**config.mk**
```make
export PLATFORM = sky130hd
export DESIGN_NAME = keyboard_action_scheduler
export DESIGN_NICKNAME = d
export VERILOG_FILES = /design/src/rtl/keyboard_pkg.sv /design/src/rtl/action_event_fifo.sv /design/src/rtl/keyboard_action_scheduler.sv
export SDC_FILE = /design/constraint.sdc
export NUM_CORES = 1
export LEC_CHECK = 0
export ABC_AREA = 1
export CORE_AREA = 2 2 107 68
export DETAILED_ROUTE_END_ITERATION = 16
export DIE_AREA = 0 0 109 70
export GPL_TIMING_DRIVEN = 1
export HOLD_SLACK_MARGIN = 0.06
export PLACE_DENSITY = 0.84
export SLEW_MARGIN = 10
export SYNTH_ARGS = -nofsm -noshare
export SYNTH_HDL_FRONTEND = slang
export SYNTH_SLANG_ARGS = --single-unit
```
**constraint.sdc**
```tcl
create_clock -name clk -period 4.2 [get_ports clk]
set_input_delay 0.84 -clock clk [delete_from_list [all_inputs] [get_ports clk]]
set_output_delay 0.84 -clock clk [all_outputs]
set_load 0.005 [all_outputs]
```
**src/rtl/keyboard_pkg.sv**
```systemverilog
// Shared PS/2 Set-2 constants, action ids, decoder states
// and the scancode-to-action map used by the scheduler.
package keyboard_pkg;

   localparam logic [7:0] PS2_EXT    = 8'hE0;
   localparam logic [7:0] PS2_BREAK  = 8'hF0;
   localparam logic [7:0] PS2_PAUSE  = 8'hE1;
   localparam logic [7:0] PS2_BAT    = 8'hAA;
   localparam logic [7:0] PS2_ACK    = 8'hFA;
   localparam logic [7:0] PS2_RESEND = 8'hFE;
   localparam logic [7:0] PS2_ECHO   = 8'hEE;

   localparam logic [3:0] ACT_P1_UP    = 4'd0;
   localparam logic [3:0] ACT_P1_DOWN  = 4'd1;
   localparam logic [3:0] ACT_P1_LEFT  = 4'd2;
   localparam logic [3:0] ACT_P1_RIGHT = 4'd3;
   localparam logic [3:0] ACT_P1_BOMB  = 4'd4;
   localparam logic [3:0] ACT_P2_UP    = 4'd5;
   localparam logic [3:0] ACT_P2_DOWN  = 4'd6;
   localparam logic [3:0] ACT_P2_LEFT  = 4'd7;
   localparam logic [3:0] ACT_P2_RIGHT = 4'd8;
   localparam logic [3:0] ACT_P2_BOMB  = 4'd9;

   localparam int unsigned NUM_ACT = 10;

   typedef enum logic [1:0] {
      ST_IDLE,
      ST_EXT,
      ST_BRK,
      ST_EXT_BRK
   } dec_state_e;

   typedef struct packed {
      logic       hit;
      logic [3:0] id;
   } act_map_t;

   function automatic act_map_t map_code(
      input logic [7:0] code,
      input logic       ext
   );
      act_map_t m;
      m.hit = 1'b1;
      m.id  = ACT_P1_UP;
      if (!ext) begin
         case (code)
            8'h1D:   m.id = ACT_P1_UP;
            8'h1B:   m.id = ACT_P1_DOWN;
            8'h1C:   m.id = ACT_P1_LEFT;
            8'h23:   m.id = ACT_P1_RIGHT;
            8'h29:   m.id = ACT_P1_BOMB;
            default: m.hit = 1'b0;
         endcase
      end else begin
         case (code)
            8'h75:   m.id = ACT_P2_UP;
            8'h72:   m.id = ACT_P2_DOWN;
            8'h6B:   m.id = ACT_P2_LEFT;
            8'h74:   m.id = ACT_P2_RIGHT;
            8'h14:   m.id = ACT_P2_BOMB;
            default: m.hit = 1'b0;
         endcase
      end
      return m;
   endfunction

endpackage

```
**src/rtl/action_event_fifo.sv**
```systemverilog
// Synchronous FIFO with a valid/ready read port.
// Head data is held in storage registers; no write-to-read bypass.
module action_event_fifo #(
   parameter int WIDTH = 5,
   parameter int DEPTH = 4,
   parameter int LVL_W = $clog2(DEPTH) + 1
) (
   input  logic             clk,
   input  logic             rst_n,
   input  logic             push_i,
   input  logic [WIDTH-1:0] data_i,
   input  logic             ready_i,
   output logic             valid_o,
   output logic [WIDTH-1:0] data_o,
   output logic [LVL_W-1:0] level_o,
   output logic             full_o,
   output logic             empty_o
);

   localparam int PTR_W = $clog2(DEPTH);

   logic [WIDTH-1:0] mem_q [DEPTH];
   logic [PTR_W-1:0] wr_q, rd_q;
   logic [LVL_W-1:0] cnt_q;
   logic             pop, wr_en;

   assign empty_o = (cnt_q == '0);
   assign full_o  = (cnt_q == LVL_W'(DEPTH));
   assign valid_o = !empty_o;
   assign level_o = cnt_q;
   assign data_o  = valid_o ? mem_q[rd_q] : '0;

   assign pop   = valid_o & ready_i;
   // When full, a same-cycle pop frees the head slot the write lands in.
   assign wr_en = push_i & (!full_o | pop);

   always_ff @(posedge clk) begin
      if (wr_en) mem_q[wr_q] <= data_i;
   end

   always_ff @(posedge clk or negedge rst_n) begin
      if (!rst_n) begin
         wr_q  <= '0;
         rd_q  <= '0;
         cnt_q <= '0;
      end else begin
         if (wr_en) wr_q <= wr_q + PTR_W'(1);
         if (pop)   rd_q <= rd_q + PTR_W'(1);
         cnt_q <= cnt_q + LVL_W'(wr_en) - LVL_W'(pop);
      end
   end

endmodule

```
**src/rtl/keyboard_action_scheduler.sv**
```systemverilog
// PS/2 Set-2 decoder mapping two players' keys to actions,
// tracking held keys and queueing press/release events.
module keyboard_action_scheduler
   import keyboard_pkg::*;
#(
   parameter int FIFO_DEPTH = 4,
   parameter int LEVEL_W    = $clog2(FIFO_DEPTH) + 1
) (
   input  logic               clk,
   input  logic               reset_n,
   input  logic [31:0]        keycode_in,
   input  logic               ev_ready,
   output logic               ev_valid,
   output logic               ev_press,
   output logic [3:0]         ev_action,
   output logic [NUM_ACT-1:0] key_state,
   output logic [LEVEL_W-1:0] fifo_level,
   output logic               overflow
);

   dec_state_e         state_q, state_d;
   logic [31:0]        prev_q;
   logic [NUM_ACT-1:0] key_state_q, key_state_d;
   logic               overflow_q;

   logic       new_byte, do_make, do_brk, is_ext;
   logic       press_ev, rel_ev, push, held;
   logic       fifo_full, fifo_empty;
   logic [7:0] b;
   logic [4:0] fifo_dout;
   act_map_t   m;
   logic [NUM_ACT-1:0] mask;

   assign b        = keycode_in[7:0];
   assign new_byte = (keycode_in != prev_q);

   always_ff @(posedge clk or negedge reset_n) begin
      if (!reset_n) state_q <= ST_IDLE;
      else          state_q <= state_d;
   end

   always_comb begin
      state_d = state_q;
      if (new_byte) begin
         unique case (state_q)
            ST_IDLE:
               if (b == PS2_EXT)        state_d = ST_EXT;
               else if (b == PS2_BREAK) state_d = ST_BRK;
               else                     state_d = ST_IDLE;
            ST_EXT:
               if (b == PS2_BREAK)      state_d = ST_EXT_BRK;
               else if (b == PS2_EXT)   state_d = ST_EXT;
               else                     state_d = ST_IDLE;
            ST_BRK:
               if (b == PS2_EXT)        state_d = ST_EXT_BRK;
               else if (b == PS2_BREAK) state_d = ST_BRK;
               else                     state_d = ST_IDLE;
            ST_EXT_BRK:
               if (b == PS2_EXT || b == PS2_BREAK)
                  state_d = ST_EXT_BRK;
               else
                  state_d = ST_IDLE;
            default: state_d = ST_IDLE;
         endcase
      end
   end

   always_comb begin
      do_make = 1'b0;
      do_brk  = 1'b0;
      is_ext  = 1'b0;
      if (new_byte) begin
         unique case (state_q)
            ST_IDLE:
               do_make = !(b == PS2_EXT   || b == PS2_BREAK ||
                           b == PS2_PAUSE || b == PS2_BAT   ||
                           b == PS2_ACK   || b == PS2_RESEND ||
                           b == PS2_ECHO);
            ST_EXT: begin
               do_make = (b != PS2_EXT) && (b != PS2_BREAK);
               is_ext  = 1'b1;
            end
            ST_BRK:
               do_brk = (b != PS2_EXT) && (b != PS2_BREAK);
            ST_EXT_BRK: begin
               do_brk = (b != PS2_EXT) && (b != PS2_BREAK);
               is_ext = 1'b1;
            end
            default: ;
         endcase
      end
   end

   // Only a change of the held bit produces an event; repeats are filtered.
   assign m        = map_code(b, is_ext);
   assign mask     = NUM_ACT'(1) << m.id;
   assign held     = |(key_state_q & mask);
   assign press_ev = do_make & m.hit & !held;
   assign rel_ev   = do_brk & m.hit & held;
   assign push     = press_ev | rel_ev;

   always_comb begin
      key_state_d = key_state_q;
      if (press_ev) key_state_d = key_state_q | mask;
      if (rel_ev)   key_state_d = key_state_q & ~mask;
   end

   always_ff @(posedge clk or negedge reset_n) begin
      if (!reset_n) begin
         prev_q      <= '0;
         key_state_q <= '0;
         overflow_q  <= 1'b0;
      end else begin
         prev_q      <= keycode_in;
         key_state_q <= key_state_d;
         if (push & fifo_full & !(!fifo_empty & ev_ready))
            overflow_q <= 1'b1;
      end
   end

   action_event_fifo #(
      .WIDTH (5),
      .DEPTH (FIFO_DEPTH),
      .LVL_W (LEVEL_W)
   ) u_fifo (
      .clk     (clk),
      .rst_n   (reset_n),
      .push_i  (push),
      .data_i  ({press_ev, m.id}),
      .ready_i (ev_ready),
      .valid_o (ev_valid),
      .data_o  (fifo_dout),
      .level_o (fifo_level),
      .full_o  (fifo_full),
      .empty_o (fifo_empty)
   );

   assign ev_press  = fifo_dout[4];
   assign ev_action = fifo_dout[3:0];
   assign key_state = key_state_q;
   assign overflow  = overflow_q;

endmodule

```
==> results.tsv <==
metric	value	unit
Clock Tree Root	clkbuf_8	
crit path max fanout	12	
CTS buffer count	9	
unrepaired setup endpoints after global routing	no	
Vert. Die Dim	70	µm
maximum vdd drop	257	µV
postcts setup bufs	0	
RD Place Congestion	0.901	
crit path from	keycode_in[1]	
status	completed	
vias in the first global route	3086	
Clock Skew	0.00917	ns
Core ar.	6820	µm²
number of diodes	0	
die area	7630	µm²
synthesis-to-finish area growth	23.4	%
CTS clk-pin slew, worst paths	0.08	ns
pre-CTS setup slack	0.0291	ns
endpoints failing hold	0	
setup TNS	0	ns
Leakage	2.23	nW
FF-to-FF End	u_fifo.level_o[2]	
FF-to-FF setup slack	1.05	ns
max-cap viol count	0	
slowest cell delay on critical path	0.65	ns
Hold-fix buffers, CTS	0	
post-layout net count	556	
Clk pwr share	36.3	%
Routed Antenna Nets	0	
IO buf count	54	
gr ovfl total	0	
total track usage	23.9	%
Sw Pwr	0.000531	W
Internal	0.00141	W
Net Sw Frac	27.3	%
Post-Syn Area	3820	µm²
cell with the largest stage delay on the worst path	clkdlybuf4s50_1	
Post-Synthesis Cells	451	
CP Data Required Time	4.45	ns
commonest non-fill, non-tap cell in the layout	nand2_1	
vias per cell	5.02	
fraction of layout cells with a size suffix above 1	11.2	%
relative slew slack	67.6	%
cell family with most CP delay	simple AND/OR/NAND/NOR gates	
H-tree depth	3	
# fillers	519	
Arrival @ worst endpoint	4.07	ns
r2r startpoint	prev_q[11]	
via count	3061	
Reg2Reg Depth	21	
combinational power share	21.8	%
Worst-Margin Slew	0.486	ns
clock buffer depth	2	
Skew-Pair Late Insertion Delay	0.35	ns
Avg Inst Size Synth	8.48	µm²
fmax	0.261	GHz
min Tclk post-route	3.83	ns
Final setup viols	0	
yosys warns	0	
worst path bufs/invs	3	
initial detailed-routing violation count	229	
CP startpoint kind	primary input	
pwr dens	412	nW/µm²
Cell variety after synth	29	
min-delay worst type	in -> async	
cell mode on critical path	nand2_1	
post-synthesis sequential area ratio	49.7	%
Syn Nets	493	
row count	24	
Initial Util	56.1	%
power share of the sequential group	42.0	%
Post-DP HPWL	6150	µm
kind of critical path	in -> reg	
final setup margin	0.373	ns
synthesis-stage register bit count	72	
dpl cell area	4450	µm²
CTS tree	yes	
global-route wire length before repair	13900	µm
post-layout util	69.2	%
Cell Chain, Critical Path	clkdlybuf4s50_1, nand2_1, nand2_1, nand2_1, nor2_1, nand2_1, nor2_2, nand2_4, nand2_8, nand2_4, nand2_4, nor2_2, nand3_1, nand2_1, nor2_4, nand3_4, nand2_1, nand3_2, inv_1, ha_1, inv_1, fa_1, xor2_1	
Crit. End Element	flop	
initial antenna violation count	0	
Ports	55	
clk sinks	72	
Avg WL per Cell	13.5	µm
1st-pass router iterations	5	
Post-CTS Resized	0	
die width	109	µm
commonest non-fill, non-tap cells in the layout	96 x nand2_1, 74 x inv_1, 67 x nor2_1	
largest net degree at the start of global routing	40	
Detailed Route WL	8220	µm
Slew Viols, Final	0	
fin area	4720	µm²
final period utilization	91.1	%
detailed-route DRC error count	0	
==> layer usage <==
metal	track usage [%]	part of all wire (%)
met2	39.3	48
met5	0	0
met1	31.1	44
met3	6.72	6.2
met4	6.41	1.2
==> cells by family after synthesis <==
| family | synth area share, % |
|---|---|
| AO/OA/AOI/OAI | 4.52 |
| XOR/XNOR | 5.73 |
| adder cells (fa/ha/maj) | 2.49 |
| buffers and inverters | 9.33 |
| flip-flops | 49.7 |
| AND/OR/NAND/NOR | 28.2 |
==> layout make-up <==
class / count / area, µm² / area share (%)
clock buffers: 11 / 153 / 3.24
flip-flops and latches: 72 / 1900 / 40.3
well taps: 91 / 114 / 2.41
multi-input cells: 293 / 1570 / 33.2
clock inverters: 5 / 110 / 2.33
repair buffers: 60 / 581 / 12.3
inverters: 78 / 293 / 6.21
==> worst reg2reg max path: stages (launching register included) <==
cell,delay [ns]
dfrtp_1,0.40
xnor2_1,0.21
nand2_1,0.09
nor2_1,0.13
nand2_1,0.11
nor2_2,0.14
nand2_4,0.14
nand2_8,0.13
nand2_4,0.08
nand2_4,0.14
nor2_2,0.08
nand3_1,0.10
nand2_1,0.10
nor2_4,0.14
nand3_4,0.11
nand2_1,0.08
nand3_2,0.09
inv_1,0.07
ha_1,0.14
inv_1,0.05
fa_1,0.37
xor2_1,0.17
==> worst max path at each step <==
stage                         to  slack (ns)  depth (start not counted)
3_5_place_dp   u_fifo.level_o[2]        0.03                         23
3_3_place_gp   u_fifo.level_o[2]        0.16                         23
5_1_grt        u_fifo.level_o[2]        0.16                         23
2_1_floorplan  u_fifo.level_o[2]        0.89                         23
6_report       u_fifo.level_o[2]        0.37                         23
4_1_cts        u_fifo.level_o[2]        0.40                         23
==> power by group through the flow <==
| stage | logic [W] | clock network [W] | registers, W |
|---|---|---|---|
| 2_1_floorplan | 0.000237 | 0 | 0.000799 |
| 3_3_place_gp | 0.000399 | 0 | 0.000825 |
| 3_5_place_dp | 0.000423 | 0 | 0.000830 |
| 4_1_cts | 0.000426 | 0.000718 | 0.000815 |
| 5_1_grt | 0.000479 | 0.000746 | 0.000820 |
| 6_report | 0.000423 | 0.000705 | 0.000816 |
==> cells in the mapped netlist <==
cell      instances  area share, %
nand2_4           4            1.2
clkbuf_1          3           0.29
ha_1              6            2.0
nand3_4           1           0.46
nor2_4            5            1.5
nor2_1           67            6.6
nand2_1          96            9.4
a21oi_1          20            2.6
or2_2             1           0.16
nor3_1            8            1.0
nand2_8           1           0.52
inv_1            74            7.3
buf_4             1           0.20
nand3_2           2           0.52
nand4_1           9            1.5
dfrtp_1          52             34
o21ai_0          11            1.4
xnor2_1          23            5.3
a31o_2            1           0.23
nand3_1          17            2.2
xor2_1            2           0.46
nor2_2           10            1.6
o32ai_1           1           0.23
inv_2             4           0.39
nor2_8            1           0.52
nand2_2           6           0.98
edfxtp_1         20             16
fa_1              1           0.52
buf_6             4            1.2
==> stage by stage <==
step	power (W)	hold slack (ns)	instances
5_1_grt	0.00205	0.375	610
3_5_place_dp	0.00125	0.465	594
2_1_floorplan	0.00104	0.457	451
4_1_cts	0.00196	0.371	610
3_3_place_gp	0.00122	0.449	594
6_report	0.00194	0.375	610
Power figures use the tool's default switching activity.
